`src/rtl/ifetch_queue.sv`:
```
// Instruction fetch queue: a single-outstanding memory fetcher feeding a small
// FIFO of {pc, word} pairs, with branch redirect and in-flight response drop.
module ifetch_queue #(
    parameter int          DEPTH    = 4,
    parameter logic [31:0] RESET_PC = 32'h0
) (
    input  logic        clk,
    input  logic        reset,
    output logic [31:0] m_addr,
    output logic        m_req,
    input  logic        m_ack,
    input  logic [31:0] m_data,
    output logic        i_valid,
    output logic [31:0] i_data,
    output logic [31:0] i_pc,
    input  logic        i_ready,
    input  logic        redirect,
    input  logic [31:0] redirect_pc
);

    localparam int AW = (DEPTH > 1) ? $clog2(DEPTH) : 1;
    localparam int CW = AW + 1;
    localparam logic [CW-1:0] DEPTH_C = CW'(DEPTH);

    typedef enum logic [1:0] {
        ST_IDLE = 2'd0,
        ST_WAIT = 2'd1,
        ST_DROP = 2'd2
    } state_e;

    state_e        state_q, state_d;
    logic [31:0]   fpc_q, fpc_d;
    logic [31:0]   m_addr_q, m_addr_d;
    logic          m_req_q, m_req_d;
    logic [CW-1:0] count_q, count_d;
    logic [AW-1:0] rd_ptr_q, rd_ptr_d;
    logic [AW-1:0] wr_ptr_q, wr_ptr_d;
    logic [31:0]   pc_mem_q   [DEPTH];
    logic [31:0]   word_mem_q [DEPTH];

    logic          push_s;
    logic          pop_s;
    logic [CW-1:0] count_after_pop_s;
    logic [31:0]   redirect_pc_s;

    // Next-state, fetch pointer and FIFO bookkeeping.
    always_comb begin
        state_d           = state_q;
        fpc_d             = fpc_q;
        m_addr_d          = m_addr_q;
        push_s            = 1'b0;
        redirect_pc_s     = redirect_pc & 32'hFFFF_FFFC;
        pop_s             = i_ready && (count_q != {CW{1'b0}}) && !redirect;
        count_after_pop_s = count_q - {{AW{1'b0}}, pop_s};

        case (state_q)
            ST_IDLE: begin
                if (redirect) begin
                    fpc_d = redirect_pc_s;
                end else if (count_after_pop_s < DEPTH_C) begin
                    state_d  = ST_WAIT;
                    m_addr_d = fpc_q;
                end else begin
                    state_d = ST_IDLE;
                end
            end
            ST_WAIT: begin
                if (redirect) begin
                    // A response arriving with the redirect is stale; drop it here.
                    fpc_d   = redirect_pc_s;
                    state_d = m_ack ? ST_IDLE : ST_DROP;
                end else if (m_ack) begin
                    push_s   = 1'b1;
                    fpc_d    = fpc_q + 32'd4;
                    m_addr_d = fpc_q + 32'd4;
                    // Keep one slot free for the next outstanding request.
                    if ((count_after_pop_s + {{AW{1'b0}}, 1'b1}) < DEPTH_C) begin
                        state_d = ST_WAIT;
                    end else begin
                        state_d = ST_IDLE;
                    end
                end else begin
                    state_d = ST_WAIT;
                end
            end
            ST_DROP: begin
                if (redirect) begin
                    fpc_d = redirect_pc_s;
                end else begin
                    fpc_d = fpc_q;
                end
                if (m_ack) begin
                    state_d = ST_IDLE;
                end else begin
                    state_d = ST_DROP;
                end
            end
            default: begin
                state_d = ST_IDLE;
            end
        endcase

        m_req_d = (state_d != ST_IDLE);

        if (redirect) begin
            count_d  = {CW{1'b0}};
            rd_ptr_d = {AW{1'b0}};
            wr_ptr_d = {AW{1'b0}};
        end else begin
            count_d  = count_after_pop_s + {{AW{1'b0}}, push_s};
            rd_ptr_d = rd_ptr_q + {{(AW-1){1'b0}}, pop_s};
            wr_ptr_d = wr_ptr_q + {{(AW-1){1'b0}}, push_s};
        end
    end

    // Control state registers.
    always_ff @(posedge clk or posedge reset) begin
        if (reset) begin
            state_q  <= ST_IDLE;
            fpc_q    <= RESET_PC;
            m_addr_q <= RESET_PC;
            m_req_q  <= 1'b0;
            count_q  <= {CW{1'b0}};
            rd_ptr_q <= {AW{1'b0}};
            wr_ptr_q <= {AW{1'b0}};
        end else begin
            state_q  <= state_d;
            fpc_q    <= fpc_d;
            m_addr_q <= m_addr_d;
            m_req_q  <= m_req_d;
            count_q  <= count_d;
            rd_ptr_q <= rd_ptr_d;
            wr_ptr_q <= wr_ptr_d;
        end
    end

    // FIFO storage; the head is always read from these registers.
    always_ff @(posedge clk or posedge reset) begin
        if (reset) begin
            for (int k = 0; k < DEPTH; k++) begin
                pc_mem_q[k]   <= 32'h0;
                word_mem_q[k] <= 32'h0;
            end
        end else if (push_s) begin
            pc_mem_q[wr_ptr_q]   <= fpc_q;
            word_mem_q[wr_ptr_q] <= m_data;
        end else begin
            pc_mem_q[wr_ptr_q]   <= pc_mem_q[wr_ptr_q];
            word_mem_q[wr_ptr_q] <= word_mem_q[wr_ptr_q];
        end
    end

    assign m_addr  = m_addr_q;
    assign m_req   = m_req_q;
    assign i_valid = (count_q != {CW{1'b0}});
    assign i_data  = word_mem_q[rd_ptr_q];
    assign i_pc    = pc_mem_q[rd_ptr_q];

endmodule

```
`config.mk`:
```
export PLATFORM = sky130hd
export DESIGN_NAME = ifetch_queue
export DESIGN_NICKNAME = d
export VERILOG_FILES = /design/src/rtl/ifetch_queue.sv
export SDC_FILE = /design/constraint.sdc
export NUM_CORES = 1
export LEC_CHECK = 0
export BUFFER_PORTS_ARGS = -buffer_cell sky130_fd_sc_hd__buf_2
export CELL_PAD_IN_SITES_DETAIL_PLACEMENT = 1
export CELL_PAD_IN_SITES_GLOBAL_PLACEMENT = 1
export CORE_MARGIN = 1
export CORE_UTILIZATION = 40
export DETAILED_ROUTE_END_ITERATION = 6
export GPL_TIMING_DRIVEN = 1
export PLACE_DENSITY_LB_ADDON = 0.25
export SYNTH_ARGS = -nofsm -noshare
export SYNTH_HDL_FRONTEND = slang
export SYNTH_SLANG_ARGS = --single-unit
```
`constraint.sdc`:
```
create_clock -name clk -period 23.7 [get_ports clk]
set_input_delay 3.555 -clock clk [delete_from_list [all_inputs] [get_ports clk]]
set_output_delay 3.555 -clock clk [all_outputs]
set_load 0.1 [all_outputs]
```
Word level (Yosys, flattened, before mapping)
Cells that the tools add are included.
{"block": "word_totals", "register_bits": 330, "inputBits": 69, "out_inout_bits": 98, "elab_cells": 89}
{"block": "classes", "addsub": 6, "n_lt_le_gt_ge": 5, "eq_ne": 8, "n_mux": 41, "bitwise": 2, "n_reduce_logical": 12}
{"cell": "128-bit bitwise mux", "count": 4}
{"cell": "32-bit 2-to-1 mux", "count": 15}
{"cell": "32-bit binary-select mux with 2-bit select", "count": 4}
{"cell": "128-bit 2-to-1 mux", "count": 2}
{"cell": "32-bit case mux with 2 select lines", "count": 2}
{"cell": "32-bit demux with 2-bit select", "count": 1}
{"cell": "32-bit by 3-bit adder with 32-bit output (second input constant)", "count": 1}
{"cell": "2-bit 2-to-1 mux", "count": 6}
{"cell": "2-bit != test (second input constant)", "count": 4}
{"cell": "3-bit greater-or-equal comparator (second input constant)", "count": 2}
{"cell": "3-bit < comparator (second input constant)", "count": 2}
{"cell": "2-bit inverter with 3-bit output", "count": 2}
{"cell": "2-bit case mux with 3 select lines", "count": 1}
{"cell": "2-bit nonzero test", "count": 3}
{"cell": "1-bit 2-to-1 mux", "count": 5}
{"cell": "5-bit AND reduction", "count": 1}
{"cell": "2-bit by 1-bit adder with 2-bit output", "count": 2}
{"cell": "3-bit by 1-bit adder with 3-bit output", "count": 1}
{"cell": "3-bit by 1-bit adder with 3-bit output (second input constant)", "count": 1}
{"cell": "1-bit logical AND", "count": 3}
{"cell": "3-bit by 1-bit < comparator with 1-bit output (second input constant)", "count": 1}
{"cell": "3-bit 2-to-1 mux", "count": 1}
{"cell": "3-bit != test (second input constant)", "count": 1}
{"cell": "3-bit AND reduction", "count": 1}
{"cell": "other kinds (8)", "count": 8}

Longest topological paths before layout
{"block": "logic_depth", "word_depth": 11, "depth_mapped": 10}

Worst setup path after synthesis
OpenSTA, ideal clock, no wires.
{"block": "synth_path", "path_type": "in2reg", "start": "input port redirect", "end": "register m_addr_q[24], in the netlist m_addr[24]", "setup_time_ns": 0.069, "arrival_ns": 5.774, "setup_slack_ns": 17.857, "path_stages": 9, "n_path_buf": 2, "cell_sequence": "buf_2 > buf_1 > and3b_1 > ha_1 > ha_1 > xor2_1 > o41a_1 > or4_1 > nand3_1"}
{"block": "synth_between", "elab_chain_cells": 6}
{"element": "from (decl)", "line_no": "17", "rtl": "input logic redirect,"}
{"element": "1-bit logical NOT", "line_no": "53", "rtl": "pop_s = i_ready && (count_q != {CW{1'b0}}) && !redirect;"}
{"element": "1-bit logical AND", "line_no": "53"}
{"element": "3-bit by 1-bit subtractor with 3-bit output", "line_no": "54", "rtl": "count_after_pop_s = count_q - {{AW{1'b0}}, pop_s};"}
{"element": "3-bit < comparator", "line_no": "60", "rtl": "end else if (count_after_pop_s < DEPTH_C) begin"}
{"element": "2-bit != test (no source line)"}
{"element": "5-bit AND reduction (no source line) (*)"}
{"element": "to (signal assigned)", "line_no": "129", "rtl": "m_addr_q <= m_addr_d;"}
{"element": "to (decl)", "line_no": "33", "rtl": "logic [31:0] m_addr_q, m_addr_d;"}
Every way passes the cells marked *; elsewhere a longest branch is shown, timed or not.
A chain may end at the register's enable or synchronous reset.

Worst setup path in the final report
{"block": "layout_path", "start": "register rd_ptr_q[0]", "end": "output port i_data[17]"}
{"block": "layout_between", "elab_chain_cells": 4}
{"element": "from (decl)", "line_no": "36", "rtl": "logic [AW-1:0] rd_ptr_q, rd_ptr_d;"}
{"element": "from (signal assigned)", "line_no": "124", "rtl": "rd_ptr_q <= {AW{1'b0}};"}
{"element": "from (signal assigned)", "line_no": "132", "rtl": "rd_ptr_q <= rd_ptr_d;"}
{"element": "2-bit inverter with 3-bit output (implied by the code)", "line_no": "156", "rtl": "assign i_data = word_mem_q[rd_ptr_q];"}
{"element": "32-bit binary-select mux with 2-bit select", "line_no": "156"}
{"element": "32-bit 2-to-1 mux (implied by the code) (2 in a row)", "line_no": "156"}
{"element": "to (decl)", "line_no": "14", "rtl": "output logic [31:0] i_data,"}
No other way between the ends. The select of a mux whose other input is x is not followed.

==> run metrics <==
unrepaired setup endpoints after global routing=no; CP Cell Sequence=buf_4 > mux4_2 > buf_2; vias per std cell=a little under 6; CTS tree=yes; Die Y=207 um; drc violations=0; Slew @ Worst Pin=1.07 ns; clk buf depth=3; DRT Pass-1 Iters=4; CP required=between 20 and 25 ns; post-CTS resize count=0; Worst VDD drop=~0.071 mV; initial antenna violation count=1; layout cells sized above 1=around 24%; port buffer count=162; post-synthesis register bit count=326; Slowest Stage Delay on Critical Path=0.81 ns; Hold-fix buffers, CTS=0; FFs w/ async S/R, synth=100%; Initial Utilization=40.9%; cell family with most CP delay=buffers and inverters; power density cells=146 nW/um^2; WL/cell=21.9 um; number of enable flip-flop cells after synthesis=0; Layout fillers=4428; YS warnings=0; most frequent cell after synthesis=dfrtp_1; Synth area leader=dfrtp_1; crit path DAT=3.14 ns; worst hold slack=0.475 ns; # IOs=between 150 and 200; Post-synth top cells=dfrtp_1 (326), nand2_1 (224), o21ai_0 (224), mux4_2 (126), nor2_1 (98); post-CTS setup buffers=0; Die ar.=42900 um^2; Post-synth top flop=dfrtp_1; largest net degree at the start of global routing=135; Sink Count=326; post-route setup TNS=0 ns; minimum clock period=6.70 ns; Inst Count DP=2102; Yosys top cell area share=48.4%; CTS H-tree lvls=2; dpl hpwl=29800 um; final net count=1687; Lkg Pwr=8.13 nW; Synth Instances=1529; Clock transition at path regs=0.06 ns; post-route cell area=19300 um^2; placed cell areas=17900 um^2; status=complete, no violations; Hold Vio Cnt, Final=0; Relative slew margins=29.0%; Worst Setup Start Kind=flop; mapped cell area=16800 um^2; Fmax achieved=0.149 GHz; GPL Wtd Cong=0.800; first-pass GRT wire length=77000 um; CTS Root Cell=clkbuf_16; slowest CP cell=dfrtp_4; Hold Crit Class=reg2reg; GR Overflow Total=0; CP endpoint kind=output pin; DR vias=around 13000; number of buffers and inverters on the critical path=2; Die Wd=around 210 um; Setup CP Type=reg2out; total track usage=between 20% and 30%; vias in the first global route=13362; max cap viols=0; pins over their slew limit=0; Synth cell types=71; Worst Path Max Fanout=39; clk_lat worst skew=0.56 ns; top cells by area, synth=dfrtp_1 (48%), mux4_2 (17%), o21ai_0 (6.7%); clock buffer count from CTS=39; initial drt markers=534; Post-Route WL=47700 um; Avg Inst Size Synth=roughly 11 um^2; final setup violation count=0; Clock Skew=0.0234 ns; Post-Layout Cell Count=2174; core footprint=41200 um^2; row count=74; area grow syn2layout=14.5%; Tcrit/Tclk final=28.3%; sequential fraction of the synthesis area=48.4%; Post-DRT Antenna Nets=0
kinds of logic (layout without fill, tap and decap cells):
kind of cell,count (synthesis),in the layout,synth area share (%)
other,1,3,0.0223
XOR/XNOR,17,17,0.884
adder cells (fa/ha/maj),7,7,0.520
buffers and inverters,154,265,4.06
AND/OR/NAND/NOR,448,448,12.5
AO/OA/AOI/OAI,389,389,13.1
multiplexers,187,187,20.5
flip-flops,326,326,48.4
where the power goes:
group | internal (mW) | switching, mW
combinational | 0.326 | 0.936
clock | 0.395 | 0.242
sequential | 0.751 | 0.168
total | 1.47 | 1.35
per-stage QoR:
step	util (%)	power, mW	setup WS (ns)
detailed placement	43.4	2.20	17.16
CTS	46.8	2.85	16.86
global placement	43.4	2.15	17.17
finish	46.8	2.82	17.00
floorplan	-	1.94	11.12
global route	46.8	2.96	16.79
path summary, 6_finish.rpt:
| path | cells past startpoint | slack [ns] | startpoint | to |
|---|---|---|---|---|
| worst max register to register | 5 | 20.70 | wr_ptr_q[0] | pc_mem_q[105] |
| worst min-delay path | 2 | 0.47 | m_addr[16] | m_addr[16] |
| worst max-delay path | 3 | 17.00 | rd_ptr_q[0] | i_data[17] |
| max in group asynchronous | 4 | 18.21 | reset | word_mem_q[124] |
| worst min register to register | 2 | 0.47 | m_addr[16] | m_addr[16] |
| min in group asynchronous | 2 | 3.22 | reset | m_req |
flip-flops by register name, indices dropped and copies added (netlist names):
name        flops
pc_mem_q      128
word_mem_q    128
fpc_q          30
m_addr         30
count_q         3
rd_ptr_q        2
state_q         2
wr_ptr_q        2
m_req           1
area by class of cell:
class	count	area (um^2)	share of cell area, %
antenna	1	2.50	0.0130
tap	532	666	3.45
clock buffer	55	1160	6.00
sequential	326	8170	42.4
inverter	11	48.8	0.253
multi-input combinational	1050	8050	41.7
clock inverter	16	220	1.14
timing repair buffer	183	968	5.02
tightest hold or removal path, cell delays in order (launching register included):
cell     delay (ns)
dfrtp_1        0.33
nand2_1        0.05
nand3_1        0.05
metal layers:
metal	wire length, um	global-route usage [%]	vias up
met5	8	0	-
met4	1450	8.49	2
met3	2110	3.76	83
met2	22700	37.0	261
met1	21400	30.5	6390
li1	-	-	5804
layout by cell type, fill, tap and decap left out, types with 4 or more instances in the layout:
master	synthesis	layout
nand2_1	224	224
o21a_1	7	7
o311ai_1	4	4
dfrtp_1	326	322
clkbuf_8	0	10
o31ai_1	4	4
nor3_1	7	7
a31oi_1	16	16
o311ai_0	4	4
o21ai_0	224	224
clkbuf_1	80	5
a32oi_1	11	11
buf_4	7	21
xnor2_1	6	6
a311oi_1	4	4
nor2b_1	6	5
o211ai_1	6	6
nand4_1	17	17
a21boi_0	4	4
clkbuf_16	0	40
a211oi_1	5	5
nand3b_1	7	7
or4_1	7	7
clkinv_2	0	9
and4_1	10	10
nor4_1	8	8
ha_1	7	7
buf_2	45	162
mux2i_1	61	61
xor2_1	11	11
nand3_1	23	23
mux4_2	126	126
or3_1	11	11
inv_1	11	10
bufinv_16	0	5
nor2_1	98	98
a21oi_1	77	77
(Power assumes the default switching activity.)
